--- src/rtl/i2c_cfg_pkg.sv ---
// Shared definitions for the I2C command path: word layout, slave addresses,
// codec register sub-addresses and the arbiter state encoding.
package i2c_cfg_pkg;

    localparam int unsigned I2C_WORD_W = 24;

    localparam logic [7:0] AUDIO_CODEC_ADDR = 8'h34;
    localparam logic [7:0] VIDEO_DEC_ADDR   = 8'h40;

    // Codec sub-address byte is the register index shifted left by one; its LSB
    // carries data bit 8, so sources OR that bit in themselves.
    localparam logic [7:0] LIN_L       = 8'h00;
    localparam logic [7:0] LIN_R       = 8'h02;
    localparam logic [7:0] HEAD_L      = 8'h04;
    localparam logic [7:0] HEAD_R      = 8'h06;
    localparam logic [7:0] A_PATH_CTRL = 8'h08;
    localparam logic [7:0] D_PATH_CTRL = 8'h0A;
    localparam logic [7:0] POWER_ON    = 8'h0C;
    localparam logic [7:0] SET_FORMAT  = 8'h0E;
    localparam logic [7:0] SAMPLE_CTRL = 8'h10;
    localparam logic [7:0] SET_ACTIVE  = 8'h12;
    localparam logic [7:0] CODEC_RESET = 8'h1E;

    typedef enum logic [2:0] {
        StIdle,
        StIssue,
        StWaitStart,
        StWaitEnd,
        StGap
    } arb_state_e;

    function automatic logic [I2C_WORD_W-1:0] mk_word(input logic [7:0] slave,
                                                      input logic [7:0] sub,
                                                      input logic [7:0] data);
        return {slave, sub, data};
    endfunction

endpackage

--- src/rtl/i2c_rr_pick.sv ---
// Combinational round-robin picker: first set request at or after ptr_i,
// wrapping modulo N_REQ.
module i2c_rr_pick #(
    parameter int unsigned N_REQ = 3,
    parameter int unsigned PW    = $clog2(N_REQ)
) (
    input  logic [N_REQ-1:0] req_i,
    input  logic [PW-1:0]    ptr_i,
    output logic [N_REQ-1:0] gnt_o,
    output logic [PW-1:0]    idx_o,
    output logic             valid_o
);

    always_comb begin
        int unsigned k;
        logic [PW-1:0] kk;
        gnt_o   = '0;
        idx_o   = '0;
        valid_o = 1'b0;
        k       = 0;
        kk      = '0;
        for (int unsigned i = 0; i < N_REQ; i++) begin
            k  = (32'(ptr_i) + i) % N_REQ;
            kk = PW'(k);
            if (!valid_o && req_i[kk]) begin
                valid_o   = 1'b1;
                gnt_o[kk] = 1'b1;
                idx_o     = kk;
            end
        end
    end

endmodule

--- src/rtl/i2c_cmd_arbiter.sv ---
// Round-robin arbiter sharing one I2C_Controller between several word sources,
// with NACK/timeout retry and per-requester done/error reporting.
module i2c_cmd_arbiter
    import i2c_cfg_pkg::*;
#(
    parameter int unsigned N_REQ       = 3,
    parameter int unsigned MAX_RETRY   = 3,
    parameter int unsigned GAP_CYC     = 2,
    parameter int unsigned TIMEOUT_CYC = 1024
) (
    input  logic                          iCLK,
    input  logic                          iRST_N,
    input  logic [N_REQ-1:0]              iREQ,
    input  logic [I2C_WORD_W*N_REQ-1:0]   iDATA,
    output logic [N_REQ-1:0]              oGNT,
    output logic [N_REQ-1:0]              oDONE,
    output logic                          oERR,
    output logic                          oBUSY,
    output logic [I2C_WORD_W-1:0]         oI2C_DATA,
    output logic                          oI2C_GO,
    input  logic                          iI2C_END,
    input  logic                          iI2C_ACK
);

    localparam int unsigned PW = $clog2(N_REQ);
    localparam int unsigned TW = $clog2(TIMEOUT_CYC + 1);
    localparam int unsigned RW = (MAX_RETRY > 0) ? $clog2(MAX_RETRY + 1) : 1;
    localparam int unsigned GW = $clog2(GAP_CYC + 1);

    arb_state_e            state_q;
    logic [PW-1:0]         ptr_q;
    logic [PW-1:0]         idx_q;
    logic [N_REQ-1:0]      gnt_q;
    logic [N_REQ-1:0]      done_q;
    logic                  err_q;
    logic                  go_q;
    logic                  pend_q;
    logic [I2C_WORD_W-1:0] data_q;
    logic [TW-1:0]         tmo_q;
    logic [RW-1:0]         retry_q;
    logic [GW-1:0]         gap_q;

    logic [I2C_WORD_W-1:0] req_word [N_REQ];
    logic [N_REQ-1:0]      pick_gnt;
    logic [PW-1:0]         pick_idx;
    logic                  pick_valid;
    logic                  tmo_hit;
    logic                  att_ok;
    logic                  att_fail;
    logic [PW-1:0]         ptr_nxt;

    for (genvar g = 0; g < N_REQ; g++) begin : g_word
        assign req_word[g] = iDATA[g*I2C_WORD_W +: I2C_WORD_W];
    end

    i2c_rr_pick #(
        .N_REQ (N_REQ),
        .PW    (PW)
    ) u_pick (
        .req_i   (iREQ),
        .ptr_i   (ptr_q),
        .gnt_o   (pick_gnt),
        .idx_o   (pick_idx),
        .valid_o (pick_valid)
    );

    assign tmo_hit = (tmo_q >= TW'(TIMEOUT_CYC));
    assign ptr_nxt = (idx_q == PW'(N_REQ - 1)) ? '0 : idx_q + 1'b1;

    // END high in WAIT_START is the idle controller, never a completion.
    always_comb begin
        att_ok   = 1'b0;
        att_fail = 1'b0;
        if (state_q == StWaitEnd && iI2C_END) begin
            att_ok   = !iI2C_ACK;
            att_fail = iI2C_ACK;
        end else if (state_q == StWaitEnd && tmo_hit) begin
            att_fail = 1'b1;
        end else if (state_q == StWaitStart && iI2C_END && tmo_hit) begin
            att_fail = 1'b1;
        end
    end

    always_ff @(posedge iCLK or negedge iRST_N) begin
        if (!iRST_N) begin
            state_q <= StIdle;
            ptr_q   <= '0;
            idx_q   <= '0;
            gnt_q   <= '0;
            done_q  <= '0;
            err_q   <= 1'b0;
            go_q    <= 1'b0;
            pend_q  <= 1'b0;
            data_q  <= '0;
            tmo_q   <= '0;
            retry_q <= '0;
            gap_q   <= '0;
        end else begin
            done_q <= '0;
            err_q  <= 1'b0;
            unique case (state_q)
                StIdle: begin
                    if (pick_valid) begin
                        data_q  <= req_word[pick_idx];
                        gnt_q   <= pick_gnt;
                        idx_q   <= pick_idx;
                        retry_q <= '0;
                        state_q <= StIssue;
                    end
                end
                StIssue: begin
                    go_q    <= 1'b1;
                    tmo_q   <= '0;
                    state_q <= StWaitStart;
                end
                StWaitStart, StWaitEnd: begin
                    if (!tmo_hit) begin
                        tmo_q <= tmo_q + 1'b1;
                    end
                    if (state_q == StWaitStart && !iI2C_END) begin
                        state_q <= StWaitEnd;
                    end
                    if (att_ok || att_fail) begin
                        go_q    <= 1'b0;
                        gap_q   <= '0;
                        state_q <= StGap;
                        if (att_fail && retry_q < RW'(MAX_RETRY)) begin
                            retry_q <= retry_q + 1'b1;
                            pend_q  <= 1'b1;
                        end else begin
                            done_q <= gnt_q;
                            err_q  <= att_fail;
                            gnt_q  <= '0;
                            ptr_q  <= ptr_nxt;
                            pend_q <= 1'b0;
                        end
                    end
                end
                StGap: begin
                    if (gap_q == GW'(GAP_CYC - 1)) begin
                        state_q <= pend_q ? StIssue : StIdle;
                    end else begin
                        gap_q <= gap_q + 1'b1;
                    end
                end
                default: state_q <= StIdle;
            endcase
        end
    end

    assign oGNT      = gnt_q;
    assign oDONE     = done_q;
    assign oERR      = err_q;
    assign oBUSY     = (state_q != StIdle);
    assign oI2C_DATA = data_q;
    assign oI2C_GO   = go_q;

endmodule

--- config.mk ---
export PLATFORM = sky130hd
export DESIGN_NAME = i2c_cmd_arbiter
export DESIGN_NICKNAME = d
export VERILOG_FILES = /design/src/rtl/i2c_cfg_pkg.sv /design/src/rtl/i2c_rr_pick.sv /design/src/rtl/i2c_cmd_arbiter.sv
export SDC_FILE = /design/constraint.sdc
export NUM_CORES = 1
export LEC_CHECK = 0
export ABC_CLOCK_PERIOD_IN_PS = 5600
export CAP_MARGIN = 20
export CORE_UTILIZATION = 30
export CTS_BUF_LIST = sky130_fd_sc_hd__clkbuf_8
export DETAILED_ROUTE_END_ITERATION = 6
export HOLD_SLACK_MARGIN = 0.02
export PLACE_DENSITY = 0.65
export SYNTH_ARGS = -nofsm -noshare
export SYNTH_HDL_FRONTEND = slang
export SYNTH_SLANG_ARGS = --single-unit
--- constraint.sdc ---
create_clock -name iCLK -period 5.6 [get_ports iCLK]
set_input_delay 1.12 -clock iCLK [delete_from_list [all_inputs] [get_ports iCLK]]
set_output_delay 1.12 -clock iCLK [all_outputs]
set_load 0.005 [all_outputs]
Yosys cells after proc, flatten, opt, wreduce, memory -nomap -nowiden
Index checks and enable logic that the tools add are counted.
Cells by class
  $add $sub $neg: 6
  div/mod/pow operators: 3
  order comparisons: 9
  equal/unequal tests: 14
  muxes and demuxes: 57
  bitwise operators: 4
  reduce and logical (&&, ||, !) cells: 31
Operators with widths (number)
  remainder unit 32 x 2 -> 32 bit (second input constant): 2
  binary-select mux 24 bit (select 2 bit): 1
  2-to-1 mux 24 bit: 2
  2-to-1 mux 3 bit: 13
  remainder unit 2 x 2 -> 32 bit (second input constant): 1
  one-hot mux 11 bit (2 select lines): 1
  2-to-1 mux 1 bit: 19
  2-to-1 mux 2 bit: 9
  inequality test 2 bit (second input constant): 7
  one-hot mux 3 bit (4 select lines): 1
  adder 11 x 1 -> 11 bit (second input constant): 1
  >= comparator 11 bit (second input constant): 1
  logical AND 1 bit: 11
  2-to-1 mux 11 bit: 1
  < comparator 2 x 3 -> 1 bit (second input constant): 3
  AND reduction 3 bit: 3
  one-hot mux 2 bit (2 select lines): 2
  AND reduction 2 bit: 4
  AND reduction 4 bit: 2
  adder 2 x 1 -> 2 bit (second input constant): 3
  binary-select mux 1 bit (select 2 bit): 3
  demux 1 bit (select 2 bit): 3
  == test 3 x 2 -> 1 bit (second input constant): 2
  >= comparator 2 x 1 -> 1 bit (second input constant): 3
  other kinds (20): 26
Storage, ports and cells
  register bits: 55
  input bits: 79
  word-level logic and storage cells: 136

Logic depth before layout (Yosys ltp)
Gate-level depths: netlist of run 1.
  depth after elaboration: 14
  depth in mapped cells: 10
  mapped depth without buffers: 7

Cells and area by module
Synthesis of run 1 repeated with hierarchy kept, for this count alone.
Second synthesis, totals
  cell total of the unflattened synthesis: 363
  area, all modules: 3253.1 µm²
By module, submodules not included
  i2c_cmd_arbiter: times used 1, cells an instance 310, area an instance 2905.3 µm²
  i2c_rr_pick: times used 1, cells an instance 53, area an instance 347.8 µm²

Worst setup path before layout of run 1
Ideal clock, no wire load.
  path kind: in2reg
  from: input port iREQ[1]
  to: register data_q[10] (netlist: oI2C_DATA[10])
  library setup time: 0.086 ns
  data arrival time: 2.392 ns
  setup slack: 3.122 ns
  cell stages on the path: 8
  buffers on the path: 3
  path through: buf_2 nor2_1 a311oi_2 o211ai_2 nand2b_1 buf_2 buf_6 o221ai_2
Between the ends
  word-level cells in the longest chain between the ends: 13
  elaborated cells on any way between the ends: 21
  those cells by class: mux (15); bitwise (1); reduce/logical (5)
RTL lines
  start: declaration: line i2c_cmd_arbiter.sv:13  | input logic [N_REQ-1:0] iREQ,
  binary-select mux 1 bit (select 2 bit): line i2c_rr_pick.sv:25  | if (!valid_o && req_i[kk]) begin
  2-to-1 mux 1 bit (implied by the code): line i2c_rr_pick.sv:25
  2-to-1 mux 1 bit: line i2c_rr_pick.sv:25
  zero test 1 bit: line i2c_rr_pick.sv:25
  logical AND 1 bit: line i2c_rr_pick.sv:25
  2-to-1 mux 1 bit: line i2c_rr_pick.sv:25
  zero test 1 bit: line i2c_rr_pick.sv:25
  logical AND 1 bit: line i2c_rr_pick.sv:25
  2-to-1 mux 2 bit: line i2c_rr_pick.sv:25
  NOT 2 -> 3 bit (implied by the code): line i2c_cmd_arbiter.sv:104  | data_q <= req_word[pick_idx];
  binary-select mux 24 bit (select 2 bit): line i2c_cmd_arbiter.sv:104
  2-to-1 mux 24 bit (implied by the code) (2 in series): line i2c_cmd_arbiter.sv:104
  end signal: assignment: line i2c_cmd_arbiter.sv:104
  end: declaration: line i2c_cmd_arbiter.sv:38  | logic [I2C_WORD_W-1:0] data_q;
Several ways; a longest one is shown, not always the timed one. The select of a mux whose other input is x is not followed.
A chain may end at the register's enable or synchronous reset.

Worst setup path after layout of run 1
  from: input port iREQ[2]
  to: register data_q[2] (netlist: oI2C_DATA[2])
Same word-level chain as after synthesis.

==> run metrics, run 1 <==
status finished, final reports clean; commonest non-fill, non-tap cells in the layout 110 x clkdlybuf4s50_1, 55 x dfrtp_1, 36 x nand2_1; cts hold-fix bufs 0; Die ar. 11200 sq um; Post-synth ARST share 1.00; Clock Pin Slew Worst Setup and Hold Paths 0.11 ns; DRT Pass-1 Iters 4; area growth from synthesis to layout 40.0%; Initial Util 0.312; fin area 4530 sq um; Yosys reg bits 55; Post-Syn Nets between 400 and 500; fin crit share 0.644; CTS H-tree lvls 2; hold path start oI2C_DATA[23]; Crit path arrival time 3.78 ns; CTS root buf clkbuf_8; input/output buffers roughly 110; DR vias/cell 4.88; diode count 0; Cell variety after synth 53; Final Util 0.437; global placer's final weighted congestion a little over 0.8; GRT overflow 0; Reg2Reg Capture Point oI2C_DATA[2]; drt drc 0; main flop type after synthesis dfrtp_1; Num CTS Buffers 5; max-slew violation count 0; Hold Crit Depth 2; fraction of layout cells with a size suffix above 1 0.105; largest net degree at the start of global routing 56; Slew @ Worst Pin around 0.87 ns; RSZ-0062 raised after global routing no; Routed Wire Length 8160 um; Nets 514; Crit Path Max Fanout 24; Worst Setup End Kind flop; headroom to the max-slew limit 0.415; clock tree from TritonCTS yes; commonest non-fill, non-tap cell in the layout clkdlybuf4s50_1; final setup fails 0; gr usage total 0.145; post-CTS setup buffers 0; global-route wire length before repair 13100 um; CP Class in -> reg; core area 10400 sq um; Final Critical Period approximately 3.6 ns; via count 2754; setup TNS 0 ns; initial DRC count 115; FF-to-FF path depth 9; WL/cell 14.5 um; IR drop worst, VDD 0.175 mV; die width 106 um; row count 37; Fin. Hold Viols 0; max_cap viols 0; clk_lat worst skew 0.31 ns; CP required 5.78 ns; antenna-violating nets left 0; CP startpoint iREQ[2]; worst r2r src ptr_q[0]; Synth Area per Inst 9.95 sq um; Post-CTS Resized 0; Clock Skews about 0.016 ns; crit start category input pin; Die H 106 um; placed wire-length estimate 6050 um; Hold Path Class reg -> reg; synthesized cell area around 3200 sq um; dpl cell area 4430 sq um; Ys Warns 0; Post-Layout Cell Count 564; Seq/Total Area, Yosys 0.426; Hold Path Sink oI2C_DATA[23]; R2R setup slack about 2.5 ns; IO Count 112; Post-Syn Instances around 330; number of synthesized flops with an enable pin 0; clk sinks 55; leak pwr 1.92 nW; placed insts 555; Clock Tree Buf Depth 2; Cell Pwr Density 435 nW/um^2; vias in the first global route about 2700; initial antenna violation count 0; Final Power 0.00197 W; Max Freq 277 MHz
synthesized netlist by cell type (all sizes together) (3+ instances only):
master,count,area share
dfrtp,55,0.43
nand2,36,0.042
inv,35,0.041
mux2i,26,0.080
o221ai,24,0.10
nor2,17,0.020
o21ai,15,0.023
buf,13,0.026
a21oi,9,0.014
clkbuf,9,0.010
ha,8,0.031
nand2b,6,0.012
nor2b,5,0.0097
xor2,5,0.014
mux2,4,0.014
nand3,4,0.0062
nand4,4,0.0077
nor3,4,0.0077
or2,4,0.0077
a21boi,3,0.0070
and2,3,0.0058
nand3b,3,0.0070
nor4,3,0.0058
nor4bb,3,0.0093
metal layers:
metal	wire length [um]	GRT usage
met1	3820	0.194
met2	3650	0.239
met3	626	0.0353
met4	71	0.0278
met5	0	0
metrics by stage:
stage	setup WS, ns	hold slack [ns]
floorplan	3.12	0.461
global placement	1.71	0.475
detailed placement	1.64	0.474
CTS	1.99	0.503
global route	1.76	0.529
finish	1.99	0.499
where the power goes:
group / switching [W] / total [W] / internal [W]
Sequential: 0.000118 / 0.000667 / 0.000549
Combinational: 0.000521 / 0.00108 / 0.000556
Clock: 0.000137 / 0.000227 / 0.0000900
registers in the layout (all words and copies together), names as in the netlist:
| name | flops |
|---|---|
| oDONE | 3 |
| gap_q | 2 |
| oGNT | 3 |
| tmo_q | 11 |
| retry_q | 2 |
| idx_q | 2 |
| oI2C_GO | 1 |
| state_q | 3 |
| oI2C_DATA | 24 |
| oERR | 1 |
| ptr_q | 2 |
| pend_q | 1 |
final cells by class:
type | instances | area, sq um
Clock buffer | 5 | 68.8
Clock inverter | 3 | 22.5
Fill cell | 1006 | 5840
Inverter | 35 | 131
Multi-Input combinational cell | 213 | 1610
Sequential cell | 55 | 1380
Tap cell | 136 | 170
Timing Repair Buffer | 117 | 1150
logic make-up (layout without fill, tap and decap cells):
| family | after synthesis | count (layout) | share of synthesized area |
|---|---|---|---|
| fa+ha+maj | 9 | 9 | 0.0341 |
| xor+xnor | 6 | 6 | 0.0163 |
| compound gates | 69 | 69 | 0.197 |
| simple gates | 99 | 99 | 0.156 |
| buf+inv | 57 | 160 | 0.0766 |
| flops | 55 | 55 | 0.426 |
| mux | 30 | 30 | 0.0944 |
worst max path at each step:
stage | endpoint | cells past startpoint | slack, ns
finish | oI2C_DATA[2] | 8 | 1.99
global route | oI2C_DATA[2] | 8 | 1.76
CTS | oI2C_DATA[2] | 8 | 1.99
detailed placement | oI2C_DATA[2] | 8 | 1.64
global placement | oI2C_DATA[1] | 8 | 1.71
floorplan | oI2C_DATA[10] | 8 | 3.12
critical path, cell delays in order:
cell and delay (ns):
clkdlybuf4s50_1 0.57, nor2_1 0.27, nor2_1 0.11, o211ai_2 0.70
buf_4 0.33, nand2b_1 0.12, buf_4 0.36, o221ai_1 0.19
Note: power is estimated with default switching activity, not from simulation.
==> run 2, diff against run 1 <==
--- a/config.mk
+++ b/config.mk
@@ -5,13 +5,13 @@
 export SDC_FILE = /design/constraint.sdc
 export NUM_CORES = 1
 export LEC_CHECK = 0
-export ABC_CLOCK_PERIOD_IN_PS = 5600
+export ABC_CLOCK_PERIOD_IN_PS = 3280
 export CAP_MARGIN = 20
 export CORE_UTILIZATION = 30
 export CTS_BUF_LIST = sky130_fd_sc_hd__clkbuf_8
 export DETAILED_ROUTE_END_ITERATION = 6
 export HOLD_SLACK_MARGIN = 0.02
-export PLACE_DENSITY = 0.65
+export PLACE_DENSITY = 0.67
 export SYNTH_ARGS = -nofsm -noshare
 export SYNTH_HDL_FRONTEND = slang
 export SYNTH_SLANG_ARGS = --single-unit
==> constraint.sdc (replaced) <==
create_clock -name iCLK -period 3.28 [get_ports iCLK]
set_input_delay 0.656 -clock iCLK [delete_from_list [all_inputs] [get_ports iCLK]]
set_output_delay 0.656 -clock iCLK [all_outputs]
set_load 0.005 [all_outputs]
==> run metrics, run 2 (same netlist as run 1, synthesis figures left out) <==
status finished, final reports clean; CP Class reg -> reg; diode count 0; Post-CTS Resized 0; max_cap viols 0; worst hold margin 0.467 ns; commonest non-fill, non-tap cells in the layout 110 x clkdlybuf4s50_1, 55 x dfrtp_1, 36 x nand2_1; clock tree from TritonCTS yes; crit start category flop; max FFs per register 24; placed wire-length estimate 5900 um; antenna-violating nets left 0; RSZ-0062 raised after global routing no; final setup margin 0.843 ns; Routed Wire Length 8090 um; Crit path arrival time 2.65 ns; CP required roughly 3.5 ns; commonest non-fill, non-tap cell in the layout clkdlybuf4s50_1; Crit Path Max Fanout 31; fillers around 970; vias in the first global route approximately 2700; Die H 106 um; initial DRC count 106; Hold Path Class in -> async; row count 37; clk sinks 55; Num CTS Buffers 5; DR vias/cell approximately 4.8; GRT overflow 0; Final Critical Period 2.44 ns; cts hold-fix bufs 0; DRT Pass-1 Iters 5; headroom to the max-slew limit 0.528; Clock Tree Buf Depth 2; drt drc 0; CTS root buf clkbuf_8; final setup fails 0; IR drop worst, VDD ~0.38 mV; leak pwr 1.93 nW; fraction of layout cells with a size suffix above 1 0.105; max-slew violation count 0; die width 106 um; Max Freq 410 MHz; initial antenna violation count 0; Final Util 0.441; area growth from synthesis to layout 41.4%; Slew @ Worst Pin 0.708 ns; gr usage total 0.145; Clock Skews 0.0124 ns; Fin. Hold Viols 0; Die ar. 11200 sq um; Nets 514; fin crit share 0.743; global-route wire length before repair 13100 um; Initial Util 0.312; largest net degree at the start of global routing between 50 and 60; multi-input logic area 1610 sq um; CTS H-tree lvls 2; global placer's final weighted congestion approximately 0.8; dpl ws slightly above 0.6 ns; core area between 10000 and 15000 sq um; dpl cell area between 4000 and 5000 sq um; IO Count around 110; Cell Pwr Density 759 nW/um^2; WL/cell 14.4 um; setup TNS 0 ns; Clock Pin Slew Worst Setup and Hold Paths 0.10 ns; via count ~2700; post-CTS setup buffers 0; Reg area around 1400 sq um; input/output buffers 111; clk_lat worst skew approximately 0.31 ns; fin area 4570 sq um; Worst Setup End Kind flop
## run 2: changes by cell type in the layout (fill, tap and decap cells not counted)
cell       delta
clkinv_2      -1
buf_2         -1
buf_12        +1
bufinv_16     +1
clkbuf_8      +1
clkinv_4      -1
## run 2: routing by layer
layer	wire length (um)	track usage	part of all wire	vias up
met3	639	0.0359	0.079	4
li1	-	-	-	1347
met1	3740	0.195	0.46	1279
met2	3670	0.239	0.45	98
met5	0	0	0	-
met4	44	0.0238	0.0054	0
## run 2: path summary, 6_finish.rpt
path,from,to,slack (ns),cells after the start
setup reg to reg,ptr_q[0],idx_q[0],0.84,7
max in group asynchronous,iRST_N,tmo_q[4],2.34,2
setup / recovery,ptr_q[0],idx_q[0],0.84,7
hold / removal,iRST_N,oI2C_DATA[1],0.47,2
min in group iCLK,oI2C_DATA[21],oI2C_DATA[21],0.49,2
hold reg to reg,oI2C_DATA[21],oI2C_DATA[21],0.49,2
## run 2: final cells by class
type | count | share of cell area
timing repair buffer | 117 | 0.255
clock inverter | 2 | 0.00848
multi-input combinational | 213 | 0.352
tap | 136 | 0.0372
inverter | 35 | 0.0287
sequential | 55 | 0.301
clock buffer | 6 | 0.0181
## run 2: per-stage QoR
stage | power (W) | instances
2_1_floorplan | 0.00230 | 325
3_3_place_gp | 0.00298 | 556
3_5_place_dp | 0.00302 | 556
4_1_cts | 0.00351 | 564
5_1_grt | 0.00376 | 564
6_report | 0.00347 | 564
## run 2: worst max-delay path, stage by stage, from the launching register on
cell	delay (ns)
dfrtp_1	0.42
inv_1	0.10
ha_1	0.46
nor4bb_1	0.39
a311oi_2	0.09
o211ai_2	0.12
buf_4	0.36
mux2_2	0.37
## run 2: report_power, final
group,internal (W),total [W],leakage (nW),switching [W]
logic,0.000968,0.00185,1.17,0.000882
clock network,0.000252,0.000484,0.0618,0.000232
registers,0.000938,0.00114,0.703,0.000197
total,0.00216,0.00347,1.93,0.00131
==> run 3, diff against run 2 <==
--- a/config.mk
+++ b/config.mk
@@ -5,7 +5,7 @@
 export SDC_FILE = /design/constraint.sdc
 export NUM_CORES = 1
 export LEC_CHECK = 0
-export ABC_CLOCK_PERIOD_IN_PS = 3280
+export ABC_CLOCK_PERIOD_IN_PS = 1980
 export CAP_MARGIN = 20
 export CORE_UTILIZATION = 30
 export CTS_BUF_LIST = sky130_fd_sc_hd__clkbuf_8
==> constraint.sdc (replaced) <==
create_clock -name iCLK -period 1.98 [get_ports iCLK]
set_input_delay 0.396 -clock iCLK [delete_from_list [all_inputs] [get_ports iCLK]]
set_output_delay 0.396 -clock iCLK [all_outputs]
set_load 0.005 [all_outputs]
==> run metrics, run 3 (same netlist as run 1, synthesis figures left out) <==
Max Freq 491 MHz; Die ar. 11200 sq um; Num CTS Buffers 5; dpl ws -0.231 ns; Reg2Reg Capture Point oI2C_DATA[23]; CP startpoint ptr_q[1]; cts hold-fix bufs 0; Clock Pin Slew Worst Setup and Hold Paths ~0.090 ns; leak pwr 2.23 nW; Fin. Hold Viols 0; WL/cell 15.5 um; Die H 106 um; CP Cell Sequence ha_4, and3_4, a311oi_4, o211ai_4, nand2b_4, buf_12, o221ai_2; global-route wire length before repair 14200 um; fraction of layout cells with a size suffix above 1 0.256; placed wire-length estimate 6500 um; clk sinks 55; P_sw 0.00260 W; CP required between 2 and 2.5 ns; area growth from synthesis to layout 62.0%; Hold Path Class in -> async; worst r2r src ptr_q[1]; Worst path max stage delay 0.45 ns; P_int between 0.004 and 0.005 W; Slew @ Worst Pin slightly above 0.5 ns; input/output buffers 111; fillers 921; setup TNS -1.01 ns; RSZ-0062 raised after global routing yes; max FFs per register 24; final setup margin -0.0586 ns; Worst Setup End Kind flop; crit path buf inv count 1; R2R setup slack -0.06 ns; Routed Wire Length 9450 um; fin crit share 1.03; CTS H-tree lvls 2; gr usage total 0.159; initial antenna violation count 0; largest net degree at the start of global routing between 50 and 60; critical path's top delay family compound AO/OA/AOI/OAI gates; antenna-violating nets left 0; Cell Pwr Density roughly 1400 nW/um^2; commonest non-fill, non-tap cell in the layout clkdlybuf4s50_1; max-slew violation count 0; dpl cell area ~4700 sq um; CTS root buf clkbuf_8; final setup fails 26; DRT Pass-1 Iters 4; initial DRC count roughly 110; drt drc 0; IO Count 112; diode count 0; Clock Tree Buf Depth 2; max_cap viols 0; Initial Util 0.312; fin area 5240 sq um; headroom to the max-slew limit 0.659; IR drop worst, VDD 0.537 mV; sw frac 0.367; GRT overflow 0; row count 37; Crit path arrival time about 2.3 ns; Final Critical Period about 2.0 ns; core area ~10000 sq um; Clock Skews 0.0110 ns; clock tree from TritonCTS yes; DR vias/cell between 4 and 5; status finished with violations; FF-to-FF path depth 7; die width 106 um; slowest CP cell dfrtp_1; CP Class reg -> reg; global placer's final weighted congestion about 0.77; Sequential Power Share 0.262; Nets 560; commonest non-fill, non-tap cells in the layout 109 x clkdlybuf4s50_1, 53 x dfrtp_1, 39 x buf_4; Logic pwr share 0.635; vias in the first global route 2964; Crit Path Max Fanout 18; Clock power frac 0.103; violated checks negative setup slack; via count approximately 3000; crit start category flop; clk_lat worst skew 0.31 ns
-- run 3: worst max-delay path by stage --
stage	to	slack, ns	depth (start not counted)
floorplan	oI2C_DATA[10]	0.003	10
global placement	oGNT[1]	-0.18	7
detailed placement	oI2C_DATA[2]	-0.23	7
CTS	oI2C_DATA[23]	-0.1	8
global route	oI2C_DATA[9]	-0.16	7
finish	oI2C_DATA[23]	-0.06	7
-- run 3: area by class of cell --
cell class	instances	area [sq um]	area share
multi-input combinational	213	1810	0.346
tap	136	170	0.0325
timing repair buffer	163	1640	0.313
clock inverter	2	37.5	0.00717
sequential	55	1380	0.263
inverter	35	131	0.0251
clock buffer	5	68.8	0.0131
-- run 3: stage by stage --
stage | std cells | utilization | hold WS [ns] | total power (W)
6_report | 609 | 0.505 | 0.0638 | 0.00710
3_3_place_gp | 584 | 0.457 | 0.423 | 0.00540
5_1_grt | 609 | 0.505 | 0.0782 | 0.00759
3_5_place_dp | 584 | 0.457 | 0.423 | 0.00553
2_1_floorplan | 325 | - | 0.100 | 0.00398
4_1_cts | 596 | 0.479 | 0.0819 | 0.00656
-- run 3: power by group through the flow --
stage          logic [W]  registers [W]  clock network (W)
3_3_place_gp     0.00354        0.00186                  0
3_5_place_dp     0.00366        0.00188                  0
6_report         0.00451        0.00186           0.000733
5_1_grt          0.00486        0.00191           0.000816
4_1_cts          0.00394        0.00185           0.000764
2_1_floorplan    0.00216        0.00182                  0
-- run 3: metal layers --
metal,global-route usage,share of wire,vias up
li1,-,-,1441
met1,0.200,0.44,1407
met2,0.277,0.49,99
met3,0.0377,0.061,7
met4,0.0317,0.0072,0
met5,0,0,-
-- run 3: timing repair --
item / in CTS / in global routing
pin swaps: 4 / 5
gates resized for setup: 14 / 29
cloned: 1 / 3
setup endpoints to repair: 29 / 32
setup buffers: 4 / 10
